$ cat src/rtl/vga_fb_arbiter.sv
// Shares a 1-bit framebuffer RAM: scan-out reads win, the writer gets the rest; RAM port registered, pixel on o_blue 3 clks after strobe.
// Writer stalls (ack low) until a slot is free; FB_VBLANK_WRITE_EN restricts writes to vertical blanking.
module vga_fb_arbiter #(
  parameter int H_ACTIVE = 640,
  parameter int V_ACTIVE = 480,
  parameter int ADDR_W   = 19
) (
  input  logic              i_clk,
  input  logic              i_rst_n,
  input  logic              i_pix_stb,
  input  logic              i_active,
  input  logic [9:0]        i_x,
  input  logic [8:0]        i_y,
  input  logic              i_wr_req,
  input  logic [ADDR_W-1:0] i_wr_addr,
  input  logic              i_wr_data,
  output logic              o_wr_ack,
  output logic              o_wr_err,
  output logic              o_ram_en,
  output logic              o_ram_we,
  output logic [ADDR_W-1:0] o_ram_addr,
  output logic              o_ram_wdata,
  input  logic              i_ram_rdata,
  output logic [3:0]        o_blue
);

  typedef enum logic [1:0] {S_IDLE, S_DRD, S_WR} state_t;

  localparam logic [ADDR_W-1:0] FB_SIZE = ADDR_W'(H_ACTIVE * V_ACTIVE);

  state_t            state;
  logic [1:0]        rst_sync;
  logic              rst_n;
  logic              rd_pend;
  logic              pix_q;
  logic              act_q;
  logic              ack_sent;
  logic              disp_req;
  logic              wr_allowed;
  logic              wr_grant;
  logic              wr_in_range;
  logic [ADDR_W-1:0] disp_addr;

  // Reset asserts immediately, releases two clocks after i_rst_n rises.
  always_ff @(posedge i_clk or negedge i_rst_n) begin
    if (!i_rst_n) rst_sync <= 2'b00;
    else          rst_sync <= {rst_sync[0], 1'b1};
  end
  assign rst_n = rst_sync[1];

`ifdef FB_VBLANK_WRITE_EN
  assign wr_allowed = !i_active && (i_y == 9'(V_ACTIVE - 1));
`else
  assign wr_allowed = 1'b1;
`endif

  // y*640 as shifts, kept at full address width.
  assign disp_addr   = (ADDR_W'(i_y) << 9) + (ADDR_W'(i_y) << 7) + ADDR_W'(i_x);
  assign disp_req    = i_pix_stb && i_active;
  assign wr_grant    = !disp_req && i_wr_req && wr_allowed && !ack_sent;
  assign wr_in_range = i_wr_addr < FB_SIZE;

  always_ff @(posedge i_clk or negedge rst_n) begin
    if (!rst_n) begin
      state       <= S_IDLE;
      rd_pend     <= 1'b0;
      pix_q       <= 1'b0;
      act_q       <= 1'b0;
      ack_sent    <= 1'b0;
      o_wr_ack    <= 1'b0;
      o_wr_err    <= 1'b0;
      o_ram_en    <= 1'b0;
      o_ram_we    <= 1'b0;
      o_ram_addr  <= '0;
      o_ram_wdata <= 1'b0;
    end else begin
      o_wr_ack    <= 1'b0;
      o_wr_err    <= 1'b0;
      o_ram_en    <= 1'b0;
      o_ram_we    <= 1'b0;
      o_ram_wdata <= 1'b0;
      rd_pend     <= (state == S_DRD);
      if (rd_pend)
        pix_q <= i_ram_rdata;
      if (i_pix_stb) begin
        act_q <= i_active;
        if (!i_active) pix_q <= 1'b0;
      end
      if (!i_wr_req)
        ack_sent <= 1'b0;

      if (disp_req) begin
        state      <= S_DRD;
        o_ram_en   <= 1'b1;
        o_ram_addr <= disp_addr;
      end else if (wr_grant) begin
        state    <= S_WR;
        o_wr_ack <= 1'b1;
        ack_sent <= 1'b1;
        if (wr_in_range) begin
          o_ram_en    <= 1'b1;
          o_ram_we    <= 1'b1;
          o_ram_addr  <= i_wr_addr;
          o_ram_wdata <= i_wr_data;
        end else begin
          o_wr_err <= 1'b1;
        end
      end else begin
        state <= S_IDLE;
      end
    end
  end

  assign o_blue = act_q ? {4{pix_q}} : 4'h0;

endmodule

$ cat config.mk
export PLATFORM = sky130hd
export DESIGN_NAME = vga_fb_arbiter
export DESIGN_NICKNAME = d
export VERILOG_FILES = /design/src/rtl/vga_fb_arbiter.sv
export SDC_FILE = /design/constraint.sdc
export NUM_CORES = 1
export LEC_CHECK = 0
export CORE_AREA = 2 2 68 70
export CTS_CLUSTER_SIZE = 24
export DETAILED_ROUTE_END_ITERATION = 10
export DIE_AREA = 0 0 70 72
export PLACE_DENSITY_LB_ADDON = 0.3
export RECOVER_POWER = 25
export SKIP_CTS_REPAIR_TIMING = 1
export SKIP_LAST_GASP = 1
export SLEW_MARGIN = 30
export SYNTH_ARGS = -nofsm -noshare
export SYNTH_HDL_FRONTEND = slang
export SYNTH_SLANG_ARGS = --single-unit
$ cat constraint.sdc
create_clock -name i_clk -period 1.3 [get_ports i_clk]
set_input_delay 0.39 -clock i_clk [delete_from_list [all_inputs] [get_ports i_clk]]
set_output_delay 0.39 -clock i_clk [all_outputs]
set_load 0.01 [all_outputs]
Yosys cells after proc, flatten, opt, wreduce, memory -nomap -nowiden
Index checks and enable logic that the tools add are counted.
Storage, ports and cells
  register bits: 32
  output and inout bits: 28
  logic and storage cells: 48
Operators by class
  $lt $le $gt $ge: 1
  eq/ne operators: 1
  $add $sub $neg: 2
  reduce and logical (&&, ||, !) cells: 8
  muxes and demuxes: 24
Operators by type and width (count)
  19-bit 2-to-1 mux: 3
  18-bit by 16-bit adder with 19-bit output: 1
  19-bit by 10-bit adder with 19-bit output: 1
  19-bit < comparator (second input constant): 1
  1-bit 2-to-1 mux: 18
  2-bit 2-to-1 mux: 2
  4-bit 2-to-1 mux: 1
  2-bit nonzero test: 2
  1-bit logical AND: 3
  2-bit by 1-bit == test with 1-bit output (second input constant): 1
  1-bit zero test: 2
  2-bit AND reduction: 1

Depth between registers and ports, before layout
  depth after elaboration: 6
  gate-level depth with buffers: 9
  depth with buffers taken out: 9

Least setup slack after synthesis
No wires, ideal clock.
  path kind: input-to-reg
  start point: input i_x[9]
  end point: register o_ram_addr[17]
  library setup time: 0.099 ns
  setup slack: -1.204 ns
  path buffers: 0
  data arrival time: 2.404 ns
  cell stages on the path: 9
  cell sequence: inv_1 -> fa_1 -> inv_1 -> ha_1 -> a21oi_1 -> o21ai_0 -> o21ai_0 -> mux2_2 -> a311oi_1
On the way
  cells in the longest elaborated chain, start to end: 2
RTL lines
  from (decl): line 12  | input logic [9:0] i_x,
  19-bit by 10-bit adder with 19-bit output: line 58  | assign disp_addr = (ADDR_W'(i_y) << 9) + (ADDR_W'(i_y) << 7) + ADDR_W'(i_x);
  19-bit 2-to-1 mux: line 92  | if (disp_req) begin
  to (signal assigned): line 95  | o_ram_addr <= disp_addr;
  to (signal assigned): line 103  | o_ram_addr <= i_wr_addr;
  to (decl): line 21  | output logic [ADDR_W-1:0] o_ram_addr,
Every way passes these cells.
A chain may end at the register's enable or synchronous reset.

Worst setup path after layout
  start point: input i_y[2]
  end point: register o_ram_addr[17]
On the way
  cells in the longest elaborated chain, start to end: 3
RTL lines
  from (decl): line 13  | input logic [8:0] i_y,
  18-bit by 16-bit adder with 19-bit output: line 58
  19-bit by 10-bit adder with 19-bit output: line 58
  19-bit 2-to-1 mux: line 92
Every way passes these cells.

==> impl_metrics.tcl <==
set metrics [dict create \
    p_leak_nw 1.860 \
    power_frac_seq 0.337 \
    syn_nets 245 \
    grt_max_degree 30 \
    slew_headroom 0.5042 \
    die-width_um 70 \
    ys.flop_type "dfrtp_1" \
    timing.fmax_mhz 491.1 \
    hold_class "in -> async" \
    num_rows 24 \
    synthTopCellsByArea "dfrtp_1 42%, ha_1 11%, mux2i_1 11%" \
    grt_pass1_vias 1730 \
    drv_cap 0 \
    synthMostInstantiatedCell "dfrtp_1" \
    crit_fanout 2 \
    netlist.top_cell.by_area "dfrtp_1" \
    p_comb_frac 0.386 \
    crit_arrival_ns 2.23 \
    core-area_um2 4264 \
    track_usage 0.1929 \
    syn-instance-count 181 \
    yosysTopAreaCellShare 0.4189 \
    finalPower_mw 3.538 \
    setup_viol 25 \
    grtUsageMet1 0.2378 \
    synthTopCellsByCount "31 x dfrtp_1, 21 x nand2_1, 20 x mux2i_1, 17 x ha_1, 10 x o21ai_0" \
    ff2ff_setup_slack_ns -0.39 \
    diodes 0 \
    end_kind "flop" \
    dieArea_um2 5040 \
    worst_slew_pin_slew_ns 0.7437 \
    clockBufferDepth 2 \
    synth_edf_count 0 \
    post_layout_nonfiller_instances 346 \
    timing.final.hold_violations 0 \
    cp-start-kind "input port" \
    io_buffers 72 \
    fin_ws_ns -0.7362 \
    final-max-slew-violation-count 0 \
    clock_skew_ns 0.004387 \
    use_met3 0.04028 \
    run_status "complete, but fails checks" \
    htreeDepth 2 \
    grt.met2_usage 0.3429 \
    grt_pass1_wl_um 7783 \
    gp_congestion 0.7612 \
    synth_area_um2 1852 \
    grt-ovfl-total 0 \
    start_util 0.4343 \
    rr_worst_depth 6 \
    drt_first_pass_iters 4 \
    dp.final_hpwl_um 3396 \
    multi_input_area_um2 1232 \
    period_share 1.566 \
    p_clk_frac 0.277 \
    power.density_nw_per_um2 1031 \
    vias_per_cell 5.153 \
    cts_sinks 31 \
    register_area_um2 775.7 \
    drtIter0Drc 88 \
    swShare 0.2925 \
    ir_worst_vdd_uv 547.5 \
    routedWlPerCell_um 15.82 \
    die_h_um 72 \
    fin_crit_ns 2.036 \
    rsz0062_at_grt "true" \
    insertion_delay_ns 0.28 \
    finalWirelength_um 5472 \
    fin_setup_tns_ns -9.848 \
    num_vias 1783 \
    ys_ff_latch 31 \
    cp.required_ns 1.49 \
    syn_area_per_cell_um2 10.23 \
    numCtsBuffers 5 \
    drive_gt1_frac 0.3639 \
    synth_seq_area_share 0.4189 \
    clockRootBuffer "clkbuf_8" \
    io_pins 73 \
    ant_nets 0 \
    dp.cells 331 \
    busiest_layer "met2" \
    yosys_warnings 0 \
    reg2reg_to "o_ram_addr[4]" \
    p_sw_mw 1.035 \
    antenna_found_initial 0 \
    yosysUniqueCellTypes 36 \
    critPathKind "in -> reg" \
    drc_errors 0 \
    async_reset_ff_frac 1.000 \
    path_clk_slew_ns 0.07 \
    nNetsFinal 357 \
    cts_tree "built" \
    fillerInstances 263 \
    cell_internal_pwr_mw 2.503 \
    r2r-start "ack_sent" \
    area_growth_pct 85.34 \
    violations "setup timing" \
]
-- final cells by class --
type / count / area share
clock buffer: 6 / 0.02406
clock inverter: 2 / 0.01021
inverter: 10 / 0.01312
multi-input combinational: 130 / 0.3591
sequential: 31 / 0.2260
tap: 52 / 0.01896
timing repair buffer: 115 / 0.3485
-- state kept, by name (all words and copies together) (netlist names) --
name         flops
ack_sent         1
o_ram_wdata      1
o_ram_we         1
pix_q            1
o_ram_en         1
o_ram_addr      19
o_wr_ack         1
rd_pend          1
state            1
act_q            1
o_wr_err         1
rst_sync         2
-- worst max-delay path by stage --
| stage | from | endpoint | cells past startpoint |
|---|---|---|---|
| after floorplan | i_y[2] | o_ram_addr[17] | 9 |
| after global placement | i_y[2] | o_ram_addr[17] | 10 |
| after detailed placement | i_y[2] | o_ram_addr[17] | 10 |
| after CTS | i_y[2] | o_ram_addr[17] | 10 |
| after global routing | i_y[2] | o_ram_addr[17] | 10 |
| final | i_y[2] | o_ram_addr[17] | 10 |
-- power groups by stage --
stage | clock network [mW] | registers (mW) | logic [mW]
floorplan | 0 | 1.27 | 0.475
global placement | 0 | 1.19 | 1.17
detailed placement | 0 | 1.19 | 1.19
CTS | 0.994 | 1.18 | 1.21
global route | 1.06 | 1.21 | 1.48
finish | 0.980 | 1.19 | 1.37
-- through the flow --
stage | instance area [um2] | util | hold slack [ns] | worst slack (ns)
2_1_floorplan | 1906 | - | 0.09441 | -0.9725
3_3_place_gp | 2910 | 0.6825 | 0.2557 | -1.571
3_5_place_dp | 2910 | 0.6825 | 0.2756 | -1.612
4_1_cts | 3028 | 0.7101 | 0.2612 | -1.325
5_1_grt | 3432 | 0.8049 | 0.3279 | -0.7948
6_report | 3432 | 0.8049 | 0.3364 | -0.7362
-- critical path, stage by stage --
cell	delay, ns
buf_8	0.09
inv_8	0.03
fa_1	0.54
inv_2	0.05
ha_4	0.22
a21oi_4	0.15
o21ai_2	0.09
o21ai_2	0.17
mux2_4	0.32
a311oi_2	0.18
-- cell usage in the layout, fill, tap and decap left out, drive strengths merged, types with 9 or more instances in the layout --
cell and n:
dfrtp 31, nand2 21, clkdlybuf4s50 23, a21oi 9, inv 10, clkbuf 12
o21ai 18, buf 47, dlymetal6s2s 38, ha 17, mux2i 20
-- cells by family after synthesis --
group / synth area share
AO/OA/AOI/OAI: 0.1480
XOR/XNOR: 0.03311
adder cells (fa/ha/maj): 0.1365
buffers and inverters: 0.05270
flip-flops: 0.4189
multiplexers: 0.1142
other: 0.002025
AND/OR/NAND/NOR: 0.09460
-- per-layer routing --
metal,routed length (um),part of all wire
met3,320,0.058
met1,2194,0.40
met2,2893,0.53
met5,0,0
met4,63,0.012
Power figures use the tool's default switching activity.
